### src/rtl/rv_id_pkg.sv
// rtl/rv_id_pkg.sv - RV32I decode types, opcode/funct constants and immediate builder
package rv_id_pkg;

   typedef enum logic [4:0] {
      UOP_NOP, UOP_LUI, UOP_AUIPC, UOP_LD, UOP_ST, UOP_ALUI, UOP_ALU, UOP_MULDIV,
      UOP_JAL, UOP_JALR, UOP_BR, UOP_FENCE, UOP_FENCEI, UOP_CSR, UOP_ECALL,
      UOP_EBREAK, UOP_URET, UOP_SRET, UOP_MRET, UOP_WFI
   } uop_e;

   typedef enum logic [2:0] {IMM_NONE, IMM_I, IMM_S, IMM_B, IMM_U, IMM_J, IMM_Z} imm_fmt_e;

   localparam logic [4:0] OP_LOAD    = 5'b00000;
   localparam logic [4:0] OP_MISCMEM = 5'b00011;
   localparam logic [4:0] OP_OPIMM   = 5'b00100;
   localparam logic [4:0] OP_AUIPC   = 5'b00101;
   localparam logic [4:0] OP_STORE   = 5'b01000;
   localparam logic [4:0] OP_OP      = 5'b01100;
   localparam logic [4:0] OP_LUI     = 5'b01101;
   localparam logic [4:0] OP_BRANCH  = 5'b11000;
   localparam logic [4:0] OP_JALR    = 5'b11001;
   localparam logic [4:0] OP_JAL     = 5'b11011;
   localparam logic [4:0] OP_SYSTEM  = 5'b11100;

   localparam logic [6:0] F7_BASE   = 7'b0000000;
   localparam logic [6:0] F7_ALT    = 7'b0100000;
   localparam logic [6:0] F7_MULDIV = 7'b0000001;
   localparam logic [2:0] F3_SLL    = 3'b001;
   localparam logic [2:0] F3_SR     = 3'b101;
   localparam logic [2:0] F3_ADD    = 3'b000;
   localparam logic [2:0] F3_FENCE  = 3'b000;
   localparam logic [2:0] F3_FENCEI = 3'b001;
   localparam logic [2:0] F3_PRIV   = 3'b000;

   localparam logic [31:0] SYS_ECALL  = 32'h0000_0073;
   localparam logic [31:0] SYS_EBREAK = 32'h0010_0073;
   localparam logic [31:0] SYS_URET   = 32'h0020_0073;
   localparam logic [31:0] SYS_SRET   = 32'h1020_0073;
   localparam logic [31:0] SYS_MRET   = 32'h3020_0073;
   localparam logic [31:0] SYS_WFI    = 32'h1050_0073;

   typedef struct packed {
      uop_e        uop;
      logic [2:0]  alu_code;
      logic        alu_sub;
      logic [31:0] imm;
      logic [11:0] csr_adr;
      logic [4:0]  rs1;
      logic [4:0]  rs2;
      logic        rs1_vld;
      logic        rs2_vld;
      logic [4:0]  rd;
      logic        wbk;
      logic        illegal;
   } dec_t;

   function automatic logic [31:0] imm_gen(input logic [31:0] inst, input imm_fmt_e fmt);
      case (fmt)
         IMM_I:   imm_gen = {{20{inst[31]}}, inst[31:20]};
         IMM_S:   imm_gen = {{20{inst[31]}}, inst[31:25], inst[11:7]};
         IMM_B:   imm_gen = {{19{inst[31]}}, inst[31], inst[7], inst[30:25], inst[11:8], 1'b0};
         IMM_U:   imm_gen = {inst[31:12], 12'b0};
         IMM_J:   imm_gen = {{11{inst[31]}}, inst[31], inst[19:12], inst[20], inst[30:21], 1'b0};
         IMM_Z:   imm_gen = {27'b0, inst[19:15]};
         default: imm_gen = 32'b0;
      endcase
   endfunction

endpackage

### src/rtl/id_decode_core.sv
// rtl/id_decode_core.sv - combinational RV32I(+M/Zicsr/Zifencei) instruction decoder
module id_decode_core
   import rv_id_pkg::*;
#(
   parameter int EN_M      = 0,
   parameter int EN_CSR    = 1,
   parameter int EN_FENCEI = 1
)(
   input  logic [31:0] inst,
   output dec_t        dec
);

   logic [4:0] op, rd, rs1, rs2;
   logic [2:0] f3;
   logic [6:0] f7;
   logic       ill, has_rd, has_f3;
   imm_fmt_e   fmt;
   dec_t       d;

   assign op  = inst[6:2];
   assign rd  = inst[11:7];
   assign f3  = inst[14:12];
   assign rs1 = inst[19:15];
   assign rs2 = inst[24:20];
   assign f7  = inst[31:25];

   always_comb begin
      d      = '0;
      ill    = 1'b0;
      has_rd = 1'b0;
      has_f3 = 1'b1;
      fmt    = IMM_NONE;
      case (op)
         OP_LUI:   begin d.uop = UOP_LUI;   fmt = IMM_U; has_rd = 1'b1; has_f3 = 1'b0; end
         OP_AUIPC: begin d.uop = UOP_AUIPC; fmt = IMM_U; has_rd = 1'b1; has_f3 = 1'b0; end
         OP_JAL:   begin d.uop = UOP_JAL;   fmt = IMM_J; has_rd = 1'b1; has_f3 = 1'b0; end
         OP_JALR: begin
            d.uop = UOP_JALR; fmt = IMM_I; has_rd = 1'b1; d.rs1_vld = 1'b1;
            ill = (f3 != F3_ADD);
         end
         OP_BRANCH: begin
            d.uop = UOP_BR; fmt = IMM_B; d.rs1_vld = 1'b1; d.rs2_vld = 1'b1;
            ill = (f3[2:1] == 2'b01);
         end
         OP_LOAD: begin
            d.uop = UOP_LD; fmt = IMM_I; has_rd = 1'b1; d.rs1_vld = 1'b1;
            ill = (f3 == 3'b011) || (f3[2:1] == 2'b11);
         end
         OP_STORE: begin
            d.uop = UOP_ST; fmt = IMM_S; d.rs1_vld = 1'b1; d.rs2_vld = 1'b1;
            ill = f3[2] || (f3 == 3'b011);
         end
         OP_OPIMM: begin
            d.uop = UOP_ALUI; fmt = IMM_I; has_rd = 1'b1; d.rs1_vld = 1'b1;
            // Shift-immediates reuse the upper immediate bits as funct7; shamt[5] is reserved.
            if (f3 == F3_SLL) ill = (f7 != F7_BASE);
            if (f3 == F3_SR) begin
               ill       = (f7 != F7_BASE) && (f7 != F7_ALT);
               d.alu_sub = (f7 == F7_ALT);
            end
         end
         OP_OP: begin
            d.uop = UOP_ALU; has_rd = 1'b1; d.rs1_vld = 1'b1; d.rs2_vld = 1'b1;
            if (f7 == F7_ALT && (f3 == F3_ADD || f3 == F3_SR)) d.alu_sub = 1'b1;
            else if (f7 == F7_MULDIV && EN_M != 0)              d.uop = UOP_MULDIV;
            else if (f7 != F7_BASE)                             ill = 1'b1;
         end
         OP_MISCMEM: begin
            if (f3 == F3_FENCE) begin
               d.uop = UOP_FENCE;
               ill   = (rd != 5'd0) || (rs1 != 5'd0);
            end else if (f3 == F3_FENCEI && EN_FENCEI != 0) begin
               d.uop = UOP_FENCEI;
               ill   = (inst[31:20] != 12'd0) || (rd != 5'd0) || (rs1 != 5'd0);
            end else begin
               ill = 1'b1;
            end
         end
         OP_SYSTEM: begin
            if (EN_CSR == 0) begin
               ill = 1'b1;
            end else if (f3 == F3_PRIV) begin
               case (inst)
                  SYS_ECALL:  d.uop = UOP_ECALL;
                  SYS_EBREAK: d.uop = UOP_EBREAK;
                  SYS_URET:   d.uop = UOP_URET;
                  SYS_SRET:   d.uop = UOP_SRET;
                  SYS_MRET:   d.uop = UOP_MRET;
                  SYS_WFI:    d.uop = UOP_WFI;
                  default:    ill = 1'b1;
               endcase
            end else if (f3 == 3'b100) begin
               ill = 1'b1;
            end else begin
               d.uop     = UOP_CSR;
               has_rd    = 1'b1;
               d.csr_adr = inst[31:20];
               d.rs1_vld = ~f3[2];
               fmt       = f3[2] ? IMM_Z : IMM_NONE;
            end
         end
         default: ill = 1'b1;
      endcase

      d.alu_code = has_f3 ? f3 : 3'b000;
      d.imm      = imm_gen(inst, fmt);
      d.rs1      = d.rs1_vld ? rs1 : 5'd0;
      d.rs2      = d.rs2_vld ? rs2 : 5'd0;
      d.rd       = has_rd ? rd : 5'd0;
      d.wbk      = has_rd && (rd != 5'd0);

      if (ill || inst[1:0] != 2'b11) begin
         d         = '0;
         d.illegal = 1'b1;
      end
   end

   assign dec = d;

endmodule

### src/rtl/id_stage.sv
// rtl/id_stage.sv - RV32I decode stage: IF handshake, ID->EX register, load-use bubbles, flush
module id_stage
   import rv_id_pkg::*;
#(
   parameter int PC_W           = 32,
   parameter int EN_M           = 0,
   parameter int EN_CSR         = 1,
   parameter int EN_FENCEI      = 1,
   parameter int LD_USE_BUBBLES = 1
)(
   input  logic            clk,
   input  logic            rst,
   input  logic            if_valid,
   input  logic [31:0]     if_inst,
   input  logic [PC_W-1:0] if_pc,
   output logic            id_ready,
   input  logic            flush,
   input  logic            ex_ready,
   output logic            ex_valid,
   output logic [4:0]      ex_cmd,
   output logic [2:0]      ex_alu_code,
   output logic            ex_alu_sub,
   output logic [31:0]     ex_imm,
   output logic [11:0]     ex_csr_adr,
   output logic [4:0]      ex_rs1,
   output logic [4:0]      ex_rs2,
   output logic            ex_rs1_vld,
   output logic            ex_rs2_vld,
   output logic [4:0]      ex_rd,
   output logic            ex_wbk,
   output logic [PC_W-1:0] ex_pc,
   output logic            ex_illegal
);

   typedef enum logic {ST_RUN, ST_BUBBLE} state_e;

   state_e     state_q;
   logic [1:0] bub_cnt;
   dec_t       dec;
   logic       ex_hold, ld_in_ex, hazard, bubbling;

   id_decode_core #(.EN_M(EN_M), .EN_CSR(EN_CSR), .EN_FENCEI(EN_FENCEI)) u_decode (
      .inst (if_inst),
      .dec  (dec)
   );

   assign ex_hold  = ex_valid && !ex_ready;
   assign ld_in_ex = ex_valid && (ex_cmd == 5'(UOP_LD)) && (ex_rd != 5'd0);
   assign hazard   = if_valid && ld_in_ex &&
                     ((dec.rs1_vld && dec.rs1 == ex_rd) || (dec.rs2_vld && dec.rs2 == ex_rd));
   assign bubbling = (state_q == ST_BUBBLE) && (bub_cnt != 2'd0);

   always_comb begin
      id_ready = 1'b1;
      if (rst)                             id_ready = 1'b0;
      else if (flush)                      id_ready = 1'b1;
      else if (ex_hold || bubbling || hazard) id_ready = 1'b0;
   end

   always_ff @(posedge clk) begin
      if (rst) begin
         state_q     <= ST_RUN;
         bub_cnt     <= 2'd0;
         ex_valid    <= 1'b0;
         ex_cmd      <= 5'(UOP_NOP);
         ex_alu_code <= '0;
         ex_alu_sub  <= 1'b0;
         ex_imm      <= '0;
         ex_csr_adr  <= '0;
         ex_rs1      <= '0;
         ex_rs2      <= '0;
         ex_rs1_vld  <= 1'b0;
         ex_rs2_vld  <= 1'b0;
         ex_rd       <= '0;
         ex_wbk      <= 1'b0;
         ex_pc       <= '0;
         ex_illegal  <= 1'b0;
      end else if (flush) begin
         state_q  <= ST_RUN;
         bub_cnt  <= 2'd0;
         ex_valid <= 1'b0;
      end else if (ex_hold) begin
         state_q <= state_q;
      end else if (bubbling) begin
         bub_cnt  <= bub_cnt - 2'd1;
         ex_valid <= 1'b0;
      end else if (hazard) begin
         // The load leaves EX this cycle; the dependent op waits LD_USE_BUBBLES cycles.
         state_q  <= ST_BUBBLE;
         bub_cnt  <= 2'(LD_USE_BUBBLES - 1);
         ex_valid <= 1'b0;
      end else begin
         state_q  <= ST_RUN;
         ex_valid <= if_valid;
         if (if_valid) begin
            ex_cmd      <= dec.uop;
            ex_alu_code <= dec.alu_code;
            ex_alu_sub  <= dec.alu_sub;
            ex_imm      <= dec.imm;
            ex_csr_adr  <= dec.csr_adr;
            ex_rs1      <= dec.rs1;
            ex_rs2      <= dec.rs2;
            ex_rs1_vld  <= dec.rs1_vld;
            ex_rs2_vld  <= dec.rs2_vld;
            ex_rd       <= dec.rd;
            ex_wbk      <= dec.wbk;
            ex_pc       <= if_pc;
            ex_illegal  <= dec.illegal;
         end
      end
   end

endmodule

### config.mk
export PLATFORM = sky130hd
export DESIGN_NAME = id_stage
export DESIGN_NICKNAME = d
export VERILOG_FILES = /design/src/rtl/rv_id_pkg.sv /design/src/rtl/id_decode_core.sv /design/src/rtl/id_stage.sv
export SDC_FILE = /design/constraint.sdc
export NUM_CORES = 1
export LEC_CHECK = 0
export CAP_MARGIN = 0
export CORE_UTILIZATION = 31
export DETAILED_ROUTE_END_ITERATION = 8
export GPL_ROUTABILITY_DRIVEN = 0
export PLACE_DENSITY_LB_ADDON = 0.15
export SLEW_MARGIN = 0
export SYNTH_ARGS = -nofsm -noshare
export SYNTH_HDL_FRONTEND = slang
export SYNTH_HIERARCHICAL = 1
export SYNTH_SLANG_ARGS = --single-unit
### constraint.sdc
create_clock -name clk -period 5.3 [get_ports clk]
set_input_delay 1.06 -clock clk [delete_from_list [all_inputs] [get_ports clk]]
set_output_delay 1.06 -clock clk [all_outputs]
set_load 0.01 [all_outputs]
After elaboration in Yosys (flattened, before gate mapping)
Cells that the tools add are included.
Widths: inputs -> output; s select.
- bits in registers: 108
- input port bits: 69
- output and inout bits: 106
- add/subtract/negate cells: 1
- equality and inequality tests: 34
- multiplexer cells: 47
- bitwise logic cells: 5
- reductions and logical operators: 43
- operators by type and width (cell ; number):
    $pmux 32 s6 ; 1
    $mux 72 ; 1
    $eq 32x29->1 const B ; 2
    $pmux 5 s11 ; 1
    $mux 12 ; 3
    $eq 32x21->1 const B ; 1
    $eq 32x22->1 const B ; 1
    $eq 32x30->1 const B ; 1
    $eq 32x7->1 const B ; 1
    $pmux 5 s6 ; 1
    $mux 5 ; 5
    $mux 1 ; 22
    $eq 5x5->1 const B ; 4
    $pmux 3 s6 ; 1
    $eq 3x3->1 const B ; 5
    $eq 5x4->1 const B ; 3
    $reduce_bool 5->1 ; 3
    $mux 3 ; 4
    $reduce_bool 12->1 ; 1
    $reduce_or 6->1 ; 2
    $logic_and 1x1->1 ; 11
    $eq 5x2->1 const B ; 2
    $eq 5x3->1 const B ; 2
    $eq 5x5->1 ; 2
    other kinds (25) ; 50

Longest topological paths before layout
- depth in word-level cells: 16
- depth in mapped cells: 15
- gate-level depth less buffers: 11

Hierarchy
The synthesis kept the hierarchy.
- by module, submodules not included (module ; times used ; cells each ; area an instance (um2) ; seq. area each (um2)):
    id_stage ; 1 ; 757 ; 6807.8 ; 2162.1
    id_decode_core ; 1 ; 256 ; 1490.2 ; 0.0

Worst setup path before layout
Ideal clock, no wire load.
- path kind: in2out
- start: input port if_inst[8]
- end: output port id_ready
- arrival time: 3.796 ns
- data required time: 4.240 ns
- setup slack: 0.444 ns
- stages on the path: 12
- path buffers: 1
- cells stage by stage: or4_1 or4_1 nor2b_1 nor4_4 nand3_1 buf_6 nor4b_2 xnor2_1 nand4_1 o22ai_1 nand2b_1 a22o_1
- RTL lines (element ; line ; source):
    start: declaration ; id_stage.sv:14 ; input logic [31:0] if_inst,
    end: declaration ; id_stage.sv:16 ; output logic id_ready,

==> impl_metrics.tcl <==
set metrics [dict create \
    path_common_cell "or4_4" \
    grt_pass1_vias 7935 \
    via_count 8468 \
    cts_buffer_depth 2 \
    cp_slowest_stage_delay_ns 0.57 \
    fin_ws_ns 0.0803 \
    ys_seq_elements 108 \
    holdWs_ns 0.471 \
    syn_inst 1013 \
    violations "DRC" \
    arrival_ns 4.16 \
    routed_wirelength_um 28600 \
    synth_fp_nets 1083 \
    initial_core_util 0.318 \
    place_hpwl_um 19400 \
    worstSetupStartpointType "input pin" \
    holdCritStartpoint "state_q" \
    worst-slew-pin-transition_ns 0.991 \
    drive_above_1_share 0.139 \
    finClkSkew_ns 0.0102 \
    drv_cap 0 \
    core_mm2 0.0261 \
    crit_path_cell_trace "clkdlybuf4s15_1 > or4_4 > or4_4 > nor2_2 > o311a_1 > nand3_2 > buf_6 > nor4b_4 > buf_4 > xnor2_2 > nand4_1 > o22ai_4 > nand2b_1 > a22o_1 > buf_2" \
    report.final.slew_viol_count 0 \
    drt_pass1_iterations 7 \
    min_period_ns 5.22 \
    drt_iter0_markers 699 \
    yosys-top-cells-count "190 x nor3b_1, 146 x nand2_1, 108 x dfxtp_1" \
    final_area_mm2 0.0110 \
    yosysTopAreaCell "dfxtp_1" \
    die_width_um 166 \
    ys_seq_area_frac 0.261 \
    grt_antenna_before_repair 2 \
    die_area_mm2 0.0274 \
    synth_top_area_share 0.261 \
    cp_max_fo 2 \
    gr-usage-all-layers 0.201 \
    tns_ns 0 \
    synthTopCellsByArea "dfxtp_1 26%, nor3b_1 17%, mux2i_1 12%, a32oi_1 11%, nand2_1 6.6%" \
    clkTransAtPathRegs_ns 0.08 \
    overflow 0 \
    syn_to_final_growth_pct 32.8 \
    ir_drop_v 0.000116 \
    synth_mux_area_frac 0.122 \
    numCtsBuffers 9 \
    wl_per_cell_um 18.9 \
    cts-htree-levels 3 \
    dpl.cell_count 1491 \
    crit_type "in2out" \
    rows 59 \
    num_io_pins 175 \
    synthAdderAreaFrac 0.00151 \
    final_cells 1511 \
    grt_pass1_wl_um 44700 \
    cts_tree "built" \
    vias_per_cell 5.60 \
    synth-edff-count 0 \
    finalCritPeriodShare 0.985 \
    critPathCaptureType "output pin" \
    clkLatencyLatePin_ns 0.36 \
    clockRootBuffer "clkbuf_16" \
    drtAntennaViolNets 0 \
    synth_cell_types 60 \
    async_flop_share 0 \
    grt_max_degree 97 \
    timing.fmax_mhz 192 \
    hold_path_class "reg2reg" \
    die_y_um 166 \
    dpl-instance-area_mm2 0.0106 \
    synth_xor_area_frac 0.0137 \
    synth.most_common_cell "nor3b_1" \
    cp-startpoint "if_inst[26]" \
    synthSimpleGateAreaFrac 0.350 \
    required_ns 4.24 \
    post-route-drc-count 20 \
    p_leak_nw 3.80 \
    cts_num_sinks 108 \
    diodes 0 \
    postSynthAreaPerCell_um2 8.19 \
    synth_ff_type "dfxtp_1" \
    yosys_warnings 6 \
    rsz0062_at_grt "true" \
    max_slew_margin 0.339 \
    synth_top_family_by_area "simple AND/OR/NAND/NOR gates" \
    synth.cell_area_mm2 0.00830 \
    hold_viol 0 \
    reg2reg_from "ex_rd[1]" \
    synth_compound_gate_area_share 0.179 \
    holdBufCountCts 0 \
    finalNetCount 1242 \
    pwr_density_cell_mw_per_mm2 177 \
    cp_slowest_cell "or4_4" \
    finalSetupViolations 0 \
    status "complete, but fails checks" \
    dp_slack_ns -0.717 \
    io_buffer_count 174 \
]
[per-layer routing]
metal | vias up | global-route usage | part of all wire
li1 | 4119 | - | -
met1 | 4072 | 0.271 | 0.46
met2 | 250 | 0.318 | 0.45
met3 | 25 | 0.0540 | 0.073
met4 | 2 | 0.0435 | 0.013
met5 | - | 0 | 0.00046
[through the flow]
stage | power (mW) | utilization
final | 1.95 | 0.422
after CTS | 1.98 | 0.420
after detailed placement | 1.25 | 0.406
after floorplan | 1.06 | -
after global placement | 1.25 | 0.406
after global routing | 2.04 | 0.422
[logic make-up (layout without fill, tap and decap cells)]
family	after synthesis	in the layout
XOR/XNOR	13	13
multiplexers	101	101
AND/OR/NAND/NOR	470	470
buffers and inverters	132	295
AO/OA/AOI/OAI	188	188
adder cells (fa/ha/maj)	1	1
flip-flops	108	108
[worst paths after layout]
check              end  slack (ns)  cells after the start
max           id_ready        0.08                     15
max reg2reg  ex_cmd[3]        2.34                      6
min reg2reg    state_q        0.47                      2
min            state_q        0.47                      2
[what timing repair did]
action | CTS | global route
endpoints found under the setup margin | 81 | 9
pin swaps | 9 | 6
gates resized for setup | 44 | 17
setup buffers | 5 | 0
[registers in the layout (all words and copies together), names as in the netlist]
signal,count
bub_cnt,2
ex_alu_code,3
ex_alu_sub,1
ex_cmd,5
ex_csr_adr,12
ex_illegal,1
ex_imm,32
ex_pc,32
ex_rd,5
ex_rs1,5
ex_rs1_vld,1
ex_rs2,5
ex_rs2_vld,1
ex_valid,1
ex_wbk,1
state_q,1
[report_power, final]
group | switching, mW | internal, mW
Combinational | 0.210 | 0.174
Sequential | 0.0188 | 0.836
Clock | 0.344 | 0.367
[layout by cell type, fill, tap and decap left out, types with 5 or more instances in the layout]
| master | Yosys | final |
|---|---|---|
| nor3_1 | 12 | 11 |
| inv_1 | 12 | 12 |
| buf_2 | 25 | 5 |
| mux2i_1 | 101 | 101 |
| nand4_1 | 6 | 6 |
| clkdlybuf4s50_1 | 0 | 159 |
| a21oi_1 | 25 | 24 |
| nor3b_1 | 190 | 190 |
| nand2_1 | 146 | 146 |
| or4_4 | 0 | 5 |
| xnor2_1 | 11 | 9 |
| nor3b_2 | 13 | 13 |
| nor2b_1 | 9 | 8 |
| a21oi_2 | 10 | 11 |
| clkbuf_16 | 0 | 9 |
| dfxtp_1 | 108 | 108 |
| nand3_1 | 13 | 12 |
| nor2_1 | 20 | 19 |
| buf_4 | 13 | 87 |
| and3_1 | 30 | 30 |
| o21ai_0 | 13 | 13 |
| a32oi_1 | 102 | 102 |
[cell type report]
| cell class | instances | area [um2] |
|---|---|---|
| multi-input combinational | 773 | 5650 |
| inverter | 13 | 50.0 |
| clock inverter | 5 | 61.3 |
| timing repair buffer | 267 | 2450 |
| clock buffer | 10 | 229 |
| tap | 335 | 419 |
| fill | 2704 | 15100 |
| sequential | 108 | 2160 |
[worst max-delay path: cells and delay by family]
family | cells | cell delay [ns]
simple gates | 7 | 1.75
xor+xnor | 1 | 0.10
buf+inv | 4 | 0.70
compound gates | 3 | 0.57
Power figures use the tool's default switching activity.
